### config.mk
export PLATFORM = sky130hd
export DESIGN_NAME = zigzag_block_sequencer
export DESIGN_NICKNAME = d
export VERILOG_FILES = /design/src/rtl/zigzag_block_sequencer.sv
export SDC_FILE = /design/constraint.sdc
export NUM_CORES = 1
export LEC_CHECK = 0
export CORE_AREA = 2 2 294 296
export CTS_BUF_LIST = sky130_fd_sc_hd__clkbuf_8
export CTS_CLUSTER_SIZE = 30
export DETAILED_ROUTE_END_ITERATION = 10
export DIE_AREA = 0 0 296 298
export DONT_BUFFER_PORTS = 1
export GPL_TIMING_DRIVEN = 0
export PLACE_DENSITY = 0.5
export SLEW_MARGIN = 20
export SYNTH_ARGS = -nofsm -noshare
export SYNTH_HDL_FRONTEND = slang
export SYNTH_SLANG_ARGS = --single-unit
### constraint.sdc
create_clock -name clock -period 4.8 [get_ports clock]
set_clock_uncertainty 0.05 [all_clocks]
set_input_delay 0.96 -clock clock [delete_from_list [all_inputs] [get_ports clock]]
set_output_delay 0.96 -clock clock [all_outputs]
set_load 0.05 [all_outputs]
### src/rtl/zigzag_block_sequencer.sv
// Zigzag block sequencer: fills the 64-entry zigzag buffer from a raster-order
// sample stream, launches the reorder, captures the 64 reordered coefficients
// and streams them out one per beat with index and last flag.
module zigzag_block_sequencer #(
  parameter int DATA_WIDTH = 8,
  parameter int ZZ_LATENCY = 1
) (
  input  logic                       clock,
  input  logic                       reset_n,
  input  logic                       abort,
  input  logic                       in_valid,
  output logic                       in_ready,
  input  logic [DATA_WIDTH-1:0]      in_data,
  output logic                       buf_wr_en,
  output logic [7:0]                 buf_wr_addr,
  output logic [DATA_WIDTH-1:0]      buf_wr_data,
  output logic                       zz_enable,
  input  logic [64*DATA_WIDTH-1:0]   zz_data,
  output logic                       out_valid,
  input  logic                       out_ready,
  output logic [DATA_WIDTH-1:0]      out_data,
  output logic [5:0]                 out_index,
  output logic                       out_last,
  output logic                       busy,
  output logic [15:0]                block_count
);

  typedef enum logic [1:0] {
    S_FILL  = 2'd0,
    S_KICK  = 2'd1,
    S_WAIT  = 2'd2,
    S_DRAIN = 2'd3
  } state_t;

  // The wait counter is preloaded so that the capture happens in the cycle it reaches zero.
  localparam logic [3:0] LAT_INIT = 4'(ZZ_LATENCY - 1);

  state_t                state_q, state_d;
  logic [5:0]            fill_cnt_q, fill_cnt_d;
  logic [3:0]            lat_cnt_q, lat_cnt_d;
  logic [5:0]            drain_idx_q, drain_idx_d;
  logic                  out_valid_q, out_valid_d;
  logic [DATA_WIDTH-1:0] out_data_q, out_data_d;
  logic                  out_last_q, out_last_d;
  logic [15:0]           block_count_q, block_count_d;
  logic [DATA_WIDTH-1:0] cap_q [64];
  logic [DATA_WIDTH-1:0] cap_d [64];

  logic                  in_fire;
  logic                  out_fire;
  logic                  capture;
  logic [5:0]            next_idx;

  // Next-state, datapath updates and combinational handshake outputs.
  always_comb begin
    state_d       = state_q;
    fill_cnt_d    = fill_cnt_q;
    lat_cnt_d     = lat_cnt_q;
    drain_idx_d   = drain_idx_q;
    out_valid_d   = out_valid_q;
    out_data_d    = out_data_q;
    out_last_d    = out_last_q;
    block_count_d = block_count_q;
    cap_d         = cap_q;
    capture       = 1'b0;
    next_idx      = drain_idx_q + 6'd1;

    in_ready    = (state_q == S_FILL);
    busy        = (state_q != S_FILL);
    zz_enable   = (state_q == S_KICK);
    in_fire     = in_valid & in_ready;
    out_fire    = out_valid_q & out_ready;
    buf_wr_en   = in_fire & ~abort;
    buf_wr_addr = {2'b00, fill_cnt_q};
    buf_wr_data = in_data;

    case (state_q)
      S_FILL: begin
        if (in_fire) begin
          fill_cnt_d = fill_cnt_q + 6'd1;
          if (fill_cnt_q == 6'd63) begin
            state_d = S_KICK;
          end
        end
      end
      S_KICK: begin
        state_d   = S_WAIT;
        lat_cnt_d = LAT_INIT;
      end
      S_WAIT: begin
        if (lat_cnt_q == 4'd0) begin
          capture     = 1'b1;
          state_d     = S_DRAIN;
          drain_idx_d = 6'd0;
          out_valid_d = 1'b1;
          out_data_d  = zz_data[64*DATA_WIDTH-1 -: DATA_WIDTH];
          out_last_d  = 1'b0;
        end else begin
          lat_cnt_d = lat_cnt_q - 4'd1;
        end
      end
      S_DRAIN: begin
        if (out_fire) begin
          if (drain_idx_q == 6'd63) begin
            state_d       = S_FILL;
            drain_idx_d   = 6'd0;
            out_valid_d   = 1'b0;
            out_data_d    = '0;
            out_last_d    = 1'b0;
            block_count_d = block_count_q + 16'd1;
          end else begin
            drain_idx_d = next_idx;
            out_data_d  = cap_q[next_idx];
            out_last_d  = (next_idx == 6'd63);
          end
        end
      end
      default: begin
        state_d = S_FILL;
      end
    endcase

    if (abort) begin
      state_d       = S_FILL;
      fill_cnt_d    = 6'd0;
      lat_cnt_d     = 4'd0;
      drain_idx_d   = 6'd0;
      out_valid_d   = 1'b0;
      out_data_d    = '0;
      out_last_d    = 1'b0;
      block_count_d = block_count_q;
      capture       = 1'b0;
    end

    if (capture) begin
      for (int k = 0; k < 64; k++) begin
        cap_d[k] = zz_data[64*DATA_WIDTH-1-k*DATA_WIDTH -: DATA_WIDTH];
      end
    end
  end

  // State and datapath registers with asynchronous active-low clear.
  always_ff @(posedge clock or negedge reset_n) begin
    if (!reset_n) begin
      state_q       <= S_FILL;
      fill_cnt_q    <= 6'd0;
      lat_cnt_q     <= 4'd0;
      drain_idx_q   <= 6'd0;
      out_valid_q   <= 1'b0;
      out_data_q    <= '0;
      out_last_q    <= 1'b0;
      block_count_q <= 16'd0;
      for (int k = 0; k < 64; k++) begin
        cap_q[k] <= '0;
      end
    end else begin
      state_q       <= state_d;
      fill_cnt_q    <= fill_cnt_d;
      lat_cnt_q     <= lat_cnt_d;
      drain_idx_q   <= drain_idx_d;
      out_valid_q   <= out_valid_d;
      out_data_q    <= out_data_d;
      out_last_q    <= out_last_d;
      block_count_q <= block_count_d;
      cap_q         <= cap_d;
    end
  end

  assign out_valid   = out_valid_q;
  assign out_data    = out_data_q;
  assign out_index   = drain_idx_q;
  assign out_last    = out_last_q;
  assign block_count = block_count_q;

endmodule

# Word-level counts from Yosys, hierarchy flattened
# Index checks and enable logic that the tools add are counted.
word_totals:
  out_inout_bits: 52
  input_bits: 525
  elab_cells: 146
  reg_bits: 556
op_classes:
  add_sub_neg: 4
  magnitude_cmp: 1
  n_mux: 39
  reduce_logical: 13
  eq_ne: 12
  n_bitwise: 5
op_table:
  columns: ["op", "n"]
  rows:
  - ["8-bit binary-select mux with 6-bit select", 1]
  - ["8-bit 2-to-1 mux", 6]
  - ["6-bit 2-to-1 mux", 7]
  - ["6-bit equality test (second input constant)", 3]
  - ["16-bit by 1-bit adder with 16-bit output (second input constant)", 1]
  - ["8-bit one-hot mux with 2 select lines", 1]
  - ["6-bit by 1-bit adder with 6-bit output (second input constant)", 2]
  - ["2-bit 2-to-1 mux", 6]
  - ["3-bit inequality test (second input constant)", 4]
  - ["6-bit one-hot mux with 2 select lines", 1]
  - ["1-bit 2-to-1 mux", 11]
  - ["4-bit 2-to-1 mux", 2]
  - ["2-bit one-hot mux with 4 select lines", 1]
  - ["4-bit one-hot mux with 2 select lines", 1]
  - ["4-bit AND reduction", 2]
  - ["7-bit greater-or-equal comparator (second input constant)", 1]
  - ["6-bit NOT with 7-bit output", 1]
  - ["3-bit by 2-bit inequality test with 1-bit output (second input constant)", 2]
  - ["2-bit nonzero test", 3]
  - ["3-bit nonzero test", 2]
  - ["5-bit AND reduction", 1]
  - ["2-bit equality test (second input constant)", 2]
  - ["4-bit zero test", 1]
  - ["1-bit one-hot mux with 2 select lines", 2]
  - ["other kinds (7)", 10]

# Logic depth before layout (Yosys ltp)
# Gate-level depths: netlist (run 1).
depth:
  depth_word: 9
  ltp_mapped: 16
  depth_no_buf: 8

# Worst setup path after synthesis (run 1)
# OpenSTA, ideal clock, no wires.
synth_path:
  kind: "register to register"
  start: "register drain_idx_q[0], in the netlist out_index[0]"
  end: "register out_data_q[0], in the netlist out_data[0]"
  path_stages_with_launch: 15
  setup_ps: 126
  period_less_slack_ps: 4013
  required_time_ps: 4624
  path_slack_ps: 787
  arrival_ps: 3836
  n_path_buf: 7
  path_cell_list: "dfrtp_1 buf_4 buf_6 buf_4 buf_4 buf_4 inv_1 ha_1 buf_2 clkbuf_1 mux4_2 mux4_2 mux2i_1 nor2_1 a311o_1"
synth_between:
  elab_chain_cells: 9
  elab_cells_between_ends: 10
  cone_classes: "1 x add/sub; 1 x eq/ne; 7 x mux; 1 x bitwise"
synth_lines:
  columns: ["item", "line_no", "rtl"]
  rows:
  - ["start: declaration", "41", "logic [5:0] drain_idx_q, drain_idx_d;"]
  - ["start signal: assignment", "160", "drain_idx_q <= drain_idx_d;"]
  - ["6-bit by 1-bit adder with 6-bit output", "66", "next_idx = drain_idx_q + 6'd1;"]
  - ["6-bit NOT with 7-bit output (implied by the code)", "113", "out_data_d = cap_q[next_idx];"]
  - ["8-bit binary-select mux with 6-bit select", "113", null]
  - ["8-bit 2-to-1 mux (implied by the code) (2 in a row)", "113", null]
  - ["8-bit 2-to-1 mux *", "104", "if (drain_idx_q == 6'd63) begin"]
  - ["8-bit 2-to-1 mux *", "103", "if (out_fire) begin"]
  - ["8-bit one-hot mux with 2 select lines *", "77", "case (state_q)"]
  - ["8-bit 2-to-1 mux *", "123", "if (abort) begin"]
  - ["end signal: assignment", "162", "out_data_q <= out_data_d;"]
  - ["end: declaration", "43", "logic [DATA_WIDTH-1:0] out_data_q, out_data_d;"]
# Every way passes the cells marked *; elsewhere a longest branch is shown, timed or not. The select of a mux whose other input is x is not followed.
# A chain may end at the register's enable or synchronous reset.

# Worst setup path after layout (run 1)
layout_path:
  start: "register drain_idx_q[0], in the netlist out_index[0]"
  end: "register out_data_q[7], in the netlist out_data[7]"
# The elaborated chain is that of the path after synthesis.

==> results.sh, run 1 <==
export IMPL_dr_pass1_iters=5
export IMPL_synth_most_common_cell="dfrtp_1"
export IMPL_synth_edf_count=0
export IMPL_dp_cells=2785
export IMPL_drtIter0Drc=873
export IMPL_status="finished with violations"
export IMPL_drc=0
export IMPL_min_period_over_period=0.944
export IMPL_fp_dieH_um=298
export IMPL_violations="hold timing, slew limit"
export IMPL_viasPerCell=5.17
export IMPL_path_clk_slew_ns=0.07
export IMPL_area_growth_pct=15.2
export IMPL_stdcell_count=2995
export IMPL_dieWidth_um=296
export IMPL_routed_wl_mm=96.3
export IMPL_syn_area_um2=25400
export IMPL_p_comb_frac=0.006
export IMPL_fp_row_count=107
export IMPL_syn_inst=1638
export IMPL_layout_setup_ws_ns=0.271
export IMPL_cts_buffers_inserted=103
export IMPL_yosysWarnings=0
export IMPL_cp_start_kind="register"
export IMPL_hold_violations=16
export IMPL_ant_nets=0
export IMPL_start_util=0.299
export IMPL_antenna_found_initial=65
export IMPL_yosys_area_top_type="dfrtp_1"
export IMPL_p_sw_frac=0.230
export IMPL_grt_pass1_wl_mm=132
export IMPL_ir_drop_v=0.000223
export IMPL_power_mw=9.54
export IMPL_rsz0062_at_grt="false"
export IMPL_clock_tree_root_cell="clkbuf_8"
export IMPL_synth_top_area_share=0.548
export IMPL_insertion_delay_ns=0.74
export IMPL_ctsLongestPathBuffers=3
export IMPL_setup_worst_path_end_class="register"
export IMPL_ys_types=56
export IMPL_fmax_mhz=221
export IMPL_path_max_fanout=19
export IMPL_cts_tree="yes"
export IMPL_post_place_ws_ns=-2.37
export IMPL_ys_ff_latch=556
export IMPL_critPathRequiredTime_ns=5.36
export IMPL_r2r_slack_ns=0.27
export IMPL_postSynthAreaPerCell_um2=15.5
export IMPL_pwr_share_seq=0.497
export IMPL_period_needed_ns=4.53
export IMPL_reg2reg_depth=15
export IMPL_routabilityCongestion=0.813
export IMPL_setup_viol=0
export IMPL_netlist_top_cells_area="dfrtp_1 55%, mux2_2 23%, mux4_2 12%"
export IMPL_r2r_start="out_index[0]$_DFFE_PN0P_"
export IMPL_num_vias=15500
export IMPL_grt_pass1_vias=16900
export IMPL_worst_pin_slew_ns=3.04
export IMPL_drive_above_1_share=0.509
export IMPL_dp_hpwl_mm=71.8
export IMPL_setup_worst_path_end="out_data[7]$_DFFE_PN0P_"
export IMPL_io_pins=577
export IMPL_post_cts_buffers=0
export IMPL_worstSetupPathType="reg2reg"
export IMPL_timing_setup_tns_ns=0
export IMPL_avgRoutedWirePerCell_um=32.2
export IMPL_ys_seq_area_frac=0.548
export IMPL_grt_max_degree=557
export IMPL_core_um2=84900
export IMPL_ys_async_sr_fraction=1.00
export IMPL_grt_usage=0.217
export IMPL_worst_hold_slack_ns=-0.0705
export IMPL_cts_sinks=556
export IMPL_timing_slew_headroom=-1.03
export IMPL_hold_class="in2async"
export IMPL_power_leakage_nw=13.8
export IMPL_rr_endpoint="out_data[7]$_DFFE_PN0P_"
export IMPL_slew_viol_final=385
export IMPL_htreeDepth=3
export IMPL_io_buffers=0
export IMPL_nets=2280
export IMPL_cp_startpoint="out_index[0]$_DFFE_PN0P_"
export IMPL_yosys_most_used_dff="dfrtp_1"
export IMPL_p_sw_mw=2.19
export IMPL_crit_arrival_ns=5.09
export IMPL_p_int_mw=7.34
export IMPL_dieArea_um2=88200
export IMPL_grt_overflow_total=0
export IMPL_netlist_top_cells_count="556 x dfrtp_1, 517 x mux2_2, 140 x mux4_2"
export IMPL_pwr_share_clk=0.497
export IMPL_p_per_area_nw_per_um2=326
export IMPL_maxCapViolCount=0
-- power groups by stage --
stage	registers, mW	logic, mW	clock network, mW
after CTS	4.73	0.0559	4.90
after global routing	4.73	0.0604	5.11
after global placement	4.82	0.0552	0
final	4.74	0.0563	4.74
after detailed placement	4.82	0.0558	0
after floorplan	4.81	0.0493	0
-- worst min-delay path by stage --
stage / slack [ns] / to / from / depth (start not counted)
CTS: -0.16 / block_count[15]$_DFFE_PN0P_ / reset_n / 0
detailed placement: 0.44 / cap_q[435]$_DFFE_PN0P_ / cap_q[435]$_DFFE_PN0P_ / 1
global route: -0.15 / block_count[0]$_DFFE_PN0P_ / reset_n / 0
floorplan: 0.43 / cap_q[112]$_DFFE_PN0P_ / cap_q[112]$_DFFE_PN0P_ / 1
finish: -0.07 / block_count[0]$_DFFE_PN0P_ / reset_n / 0
global placement: 0.43 / cap_q[368]$_DFFE_PN0P_ / cap_q[368]$_DFFE_PN0P_ / 1
-- cell type report --
type / instances / area, µm²
clock inverters: 49 / 340
plain buffers: 117 / 743
diodes: 33 / 82.6
multi-input cells: 958 / 10900
well taps: 1144 / 1430
repair buffers: 2 / 38.8
fillers: 8387 / 55600
inverters: 7 / 26.3
flip-flops and latches: 556 / 13900
clock buffers: 129 / 1780
-- per-stage QoR --
step                      cell area, µm²  hold WS [ns]  utilization
final                              29200       -0.0705        0.345
after global placement             26800         0.433        0.316
after floorplan                    25400         0.425            -
after global routing               29200        -0.147        0.344
after CTS                          29200        -0.161        0.344
after detailed placement           26900         0.440        0.317
-- layout by cell type (no fill, tap or decap), types with 6 or more instances in the layout --
cell type / count
a21oi_1: 16
and3_1: 8
buf_2: 64
buf_4: 13
buf_6: 8
clkbuf_1: 16
clkbuf_8: 134
clkinv_2: 13
dfrtp_1: 555
diode_2: 33
ha_1: 10
inv_1: 31
mux2_2: 517
mux2i_1: 15
mux4_2: 140
nand2_1: 75
nand2b_1: 6
nand3_1: 17
nand4_1: 7
nor2_1: 33
o21ai_0: 10
o22ai_1: 6
xnor2_1: 18
xor2_1: 7
-- critical path: stages, from the launching register on --
cell and delay, ns:
dfrtp_2 0.57, buf_6 0.23, buf_8 0.32, buf_12 0.24
buf_8 0.23, inv_1 0.07, ha_1 0.40, buf_8 0.25
buf_6 0.24, buf_8 0.24, buf_6 0.24, mux4_2 0.38
mux2i_2 0.29, o22ai_1 0.20, o21ai_1 0.24, a22oi_1 0.09
-- layer usage --
metal	vias to the layer above	track usage	wire [µm]
met2	634	0.351	46200
met4	50	0.0878	3550
met1	8213	0.264	38600
met5	-	0	379
met3	217	0.0753	7590
li1	6361	-	-
-- repair_timing --
action,in CTS,in global routing
resized for setup,53,0
pin swaps,0,0
hold endpoints to repair,556,481
setup endpoints to repair,9,7
-- registers in the layout (all words and copies together) (netlist names) --
signal,cells
fill_cnt_q,6
out_last,1
out_valid,1
lat_cnt_q,4
block_count,16
cap_q,512
out_data,8
out_index,6
state_q,2
-- logic make-up (layout without fill, tap and decap cells) --
kind of cell / count (synthesis) / count (layout) / share of synthesized area
muxes: 677 / 677 / 0.361
DFF: 556 / 556 / 0.548
and+or+nand+nor: 172 / 172 / 0.0321
buffers and inverters: 125 / 304 / 0.0253
AOI/OAI and AO/OA: 70 / 70 / 0.0183
xor gates and xnor gates: 27 / 27 / 0.00961
adders and majority gates: 10 / 10 / 0.00493
other: 1 / 35 / 0.000148
No activity file was read; power rests on OpenSTA's default activity.
==> inputs of run 2 (changes only) <==
- CTS_BUF_LIST: sky130_fd_sc_hd__clkbuf_8 -> sky130_fd_sc_hd__clkbuf_16
- SKIP_CTS_REPAIR_TIMING: unset -> 1
==> run 2 against run 1 <==
  * The flow finishes with violations (slew limit)
  * Sequential power is essentially flat
  * Via count is 0.99% lower
  * Die area stayed put
  * Hold slack improved by 0.12 ns
  * Global-route usage fell by 0.099 points
  * Count of clock-buffer cells in the layout is 57 lower
  * Power up 3.9%
  * Flip-flop and latch count is the same
  * Fmax is 2.4% lower
  * Routed wire length shrank 0.18%
  * Non-clock buffer count increased by 2
  * Largest power group is now clock
==> results.sh, run 2 (synthesized netlist as in run 1, its figures left out) <==
export IMPL_fmax_mhz=215
export IMPL_cp_startpoint="out_index[0]$_DFFE_PN0P_"
export IMPL_drtIter0Drc=878
export IMPL_power_leakage_nw=13.7
export IMPL_avgRoutedWirePerCell_um=32.7
export IMPL_p_per_area_nw_per_um2=338
export IMPL_core_um2=84900
export IMPL_routabilityCongestion=0.813
export IMPL_grt_overflow_total=0
export IMPL_timing_slew_headroom=-1.14
export IMPL_io_buffers=0
export IMPL_maxCapViolCount=0
export IMPL_p_int_mw=7.70
export IMPL_ir_drop_v=0.000228
export IMPL_insertion_delay_ns=0.62
export IMPL_period_needed_ns=4.64
export IMPL_regMostFlops="cap_q"
export IMPL_clock_tree_root_cell="clkbuf_16"
export IMPL_io_pins=577
export IMPL_critPathTopFamily="buffers and inverters"
export IMPL_hold_violations=0
export IMPL_crit_path_frequent_cell="buf_8"
export IMPL_dieWidth_um=296
export IMPL_min_period_over_period=0.967
export IMPL_setup_viol=0
export IMPL_drc=0
export IMPL_rsz0062_at_grt="false"
export IMPL_pwr_share_clk=0.516
export IMPL_routed_wl_mm=96.1
export IMPL_grt_usage=0.216
export IMPL_slew_viol_final=369
export IMPL_cp_start_kind="register"
export IMPL_critPathRequiredTime_ns=5.24
export IMPL_area_growth_pct=15.5
export IMPL_nets=2248
export IMPL_r2r_start="out_index[0]$_DFFE_PN0P_"
export IMPL_dp_cells=2785
export IMPL_status="finished with violations"
export IMPL_nFillCells=8331
export IMPL_multiInputGateArea_um2=10900
export IMPL_ctsLongestPathBuffers=3
export IMPL_num_vias=15300
export IMPL_cts_sinks=556
export IMPL_worstPathBufferInverterCount=10
export IMPL_stdcell_count=2940
export IMPL_path_max_fanout=10
export IMPL_worstSetupPathType="reg2reg"
export IMPL_grt_max_degree=557
export IMPL_rr_endpoint="out_data[7]$_DFFE_PN0P_"
export IMPL_r2r_slack_ns=0.16
export IMPL_htreeDepth=3
export IMPL_cts_buffers_inserted=69
export IMPL_grt_pass1_vias=16600
export IMPL_fp_row_count=107
export IMPL_largest_reg_flops=512
export IMPL_dr_pass1_iters=5
export IMPL_grt_pass1_wl_mm=131
export IMPL_crit_slowest_cell="dfrtp_2"
export IMPL_worst_hold_slack_ns=0.0508
export IMPL_cts_tree="yes"
export IMPL_max_stage_delay_ns=0.56
export IMPL_pwr_share_seq=0.478
export IMPL_hold_class="in2async"
export IMPL_ff_latch_area_um2=13900
export IMPL_crit_arrival_ns=5.08
export IMPL_dp_hpwl_mm=71.8
export IMPL_p_comb_frac=0.006
export IMPL_final_cell_mix="555 x dfrtp_1, 517 x mux2_2, 140 x mux4_2, 75 x nand2_1, 72 x clkbuf_16"
export IMPL_p_sw_mw=2.20
export IMPL_setup_worst_path_end_class="register"
export IMPL_fp_dieH_um=298
export IMPL_p_sw_frac=0.222
export IMPL_cp_depth=16
export IMPL_ant_nets=0
export IMPL_viasPerCell=5.21
export IMPL_violations="slew limit"
export IMPL_start_util=0.299
export IMPL_worstPathCellList="buf_6 > buf_12 > buf_8 > buf_8 > buf_12 > inv_1 > ha_1 > buf_8 > buf_6 > buf_8 > buf_6 > mux4_2 > mux2i_2 > o22ai_1 > o21ai_1 > a22oi_1"
export IMPL_worst_pin_slew_ns=3.20
export IMPL_final_common_cell="dfrtp_1"
export IMPL_drive_above_1_share=0.491
export IMPL_dieArea_um2=88200
export IMPL_reg2reg_depth=16
export IMPL_antenna_found_initial=64
export IMPL_path_clk_slew_ns=0.06
run 2: cell types whose count changed in the layout (fill, tap and decap cells not counted), moves of 2 or more:
| cell | previous run | this run |
|---|---|---|
| diode_2 | 33 | 31 |
| clkbuf_8 | 134 | 0 |
| buf_4 | 13 | 17 |
| clkbuf_16 | 0 | 72 |
| inv_1 | 31 | 22 |
| clkinv_2 | 13 | 8 |
| clkinv_1 | 0 | 13 |
run 2: cell type report:
cell class,instances,share of cell area
Sequential cell,556,0.475
Multi-Input combinational cell,958,0.372
Clock buffer,72,0.0615
Tap cell,1144,0.0488
Buffer,118,0.0250
Clock inverter,51,0.0132
Antenna cell,31,0.00265
Timing Repair Buffer,3,0.00166
Inverter,7,0.000896
run 2: stage by stage:
| stage | utilization | TNS, ns | instance area, µm² | setup slack, ns | power (mW) |
|---|---|---|---|---|---|
| finish | 0.345 | 0 | 29300 | 0.159 | 9.91 |
| floorplan | - | 0 | 25400 | 0.787 | 4.86 |
| global placement | 0.316 | -18.69 | 26800 | -2.59 | 4.87 |
| CTS | 0.343 | -15.97 | 29100 | -2.36 | 10.1 |
| detailed placement | 0.317 | -16.02 | 26900 | -2.37 | 4.87 |
| global route | 0.345 | 0 | 29300 | 0.00248 | 10.3 |
run 2: worst max-delay path by stage:
stage / endpoint / slack, ns
after detailed placement: out_data[3]$_DFFE_PN0P_ / -2.37
final: out_data[7]$_DFFE_PN0P_ / 0.16
after global placement: out_data[7]$_DFFE_PN0P_ / -2.59
after floorplan: out_data[0]$_DFFE_PN0P_ / 0.79
after CTS: out_data[3]$_DFFE_PN0P_ / -2.36
after global routing: out_data[6]$_DFFE_PN0P_ / 0.002
run 2: power groups by stage:
stage | clock (mW) | combinational, mW | sequential, mW
floorplan | 0 | 0.0493 | 4.81
global placement | 0 | 0.0552 | 4.82
detailed placement | 0 | 0.0558 | 4.82
CTS | 5.26 | 0.0559 | 4.73
global route | 5.47 | 0.0618 | 4.73
finish | 5.11 | 0.0579 | 4.73
run 2: metal layers:
metal / GRT usage / part of all wire
met2: 0.350 / 0.48
met4: 0.0827 / 0.034
met5: 0 / 0.0042
met3: 0.0749 / 0.079
met1: 0.264 / 0.40
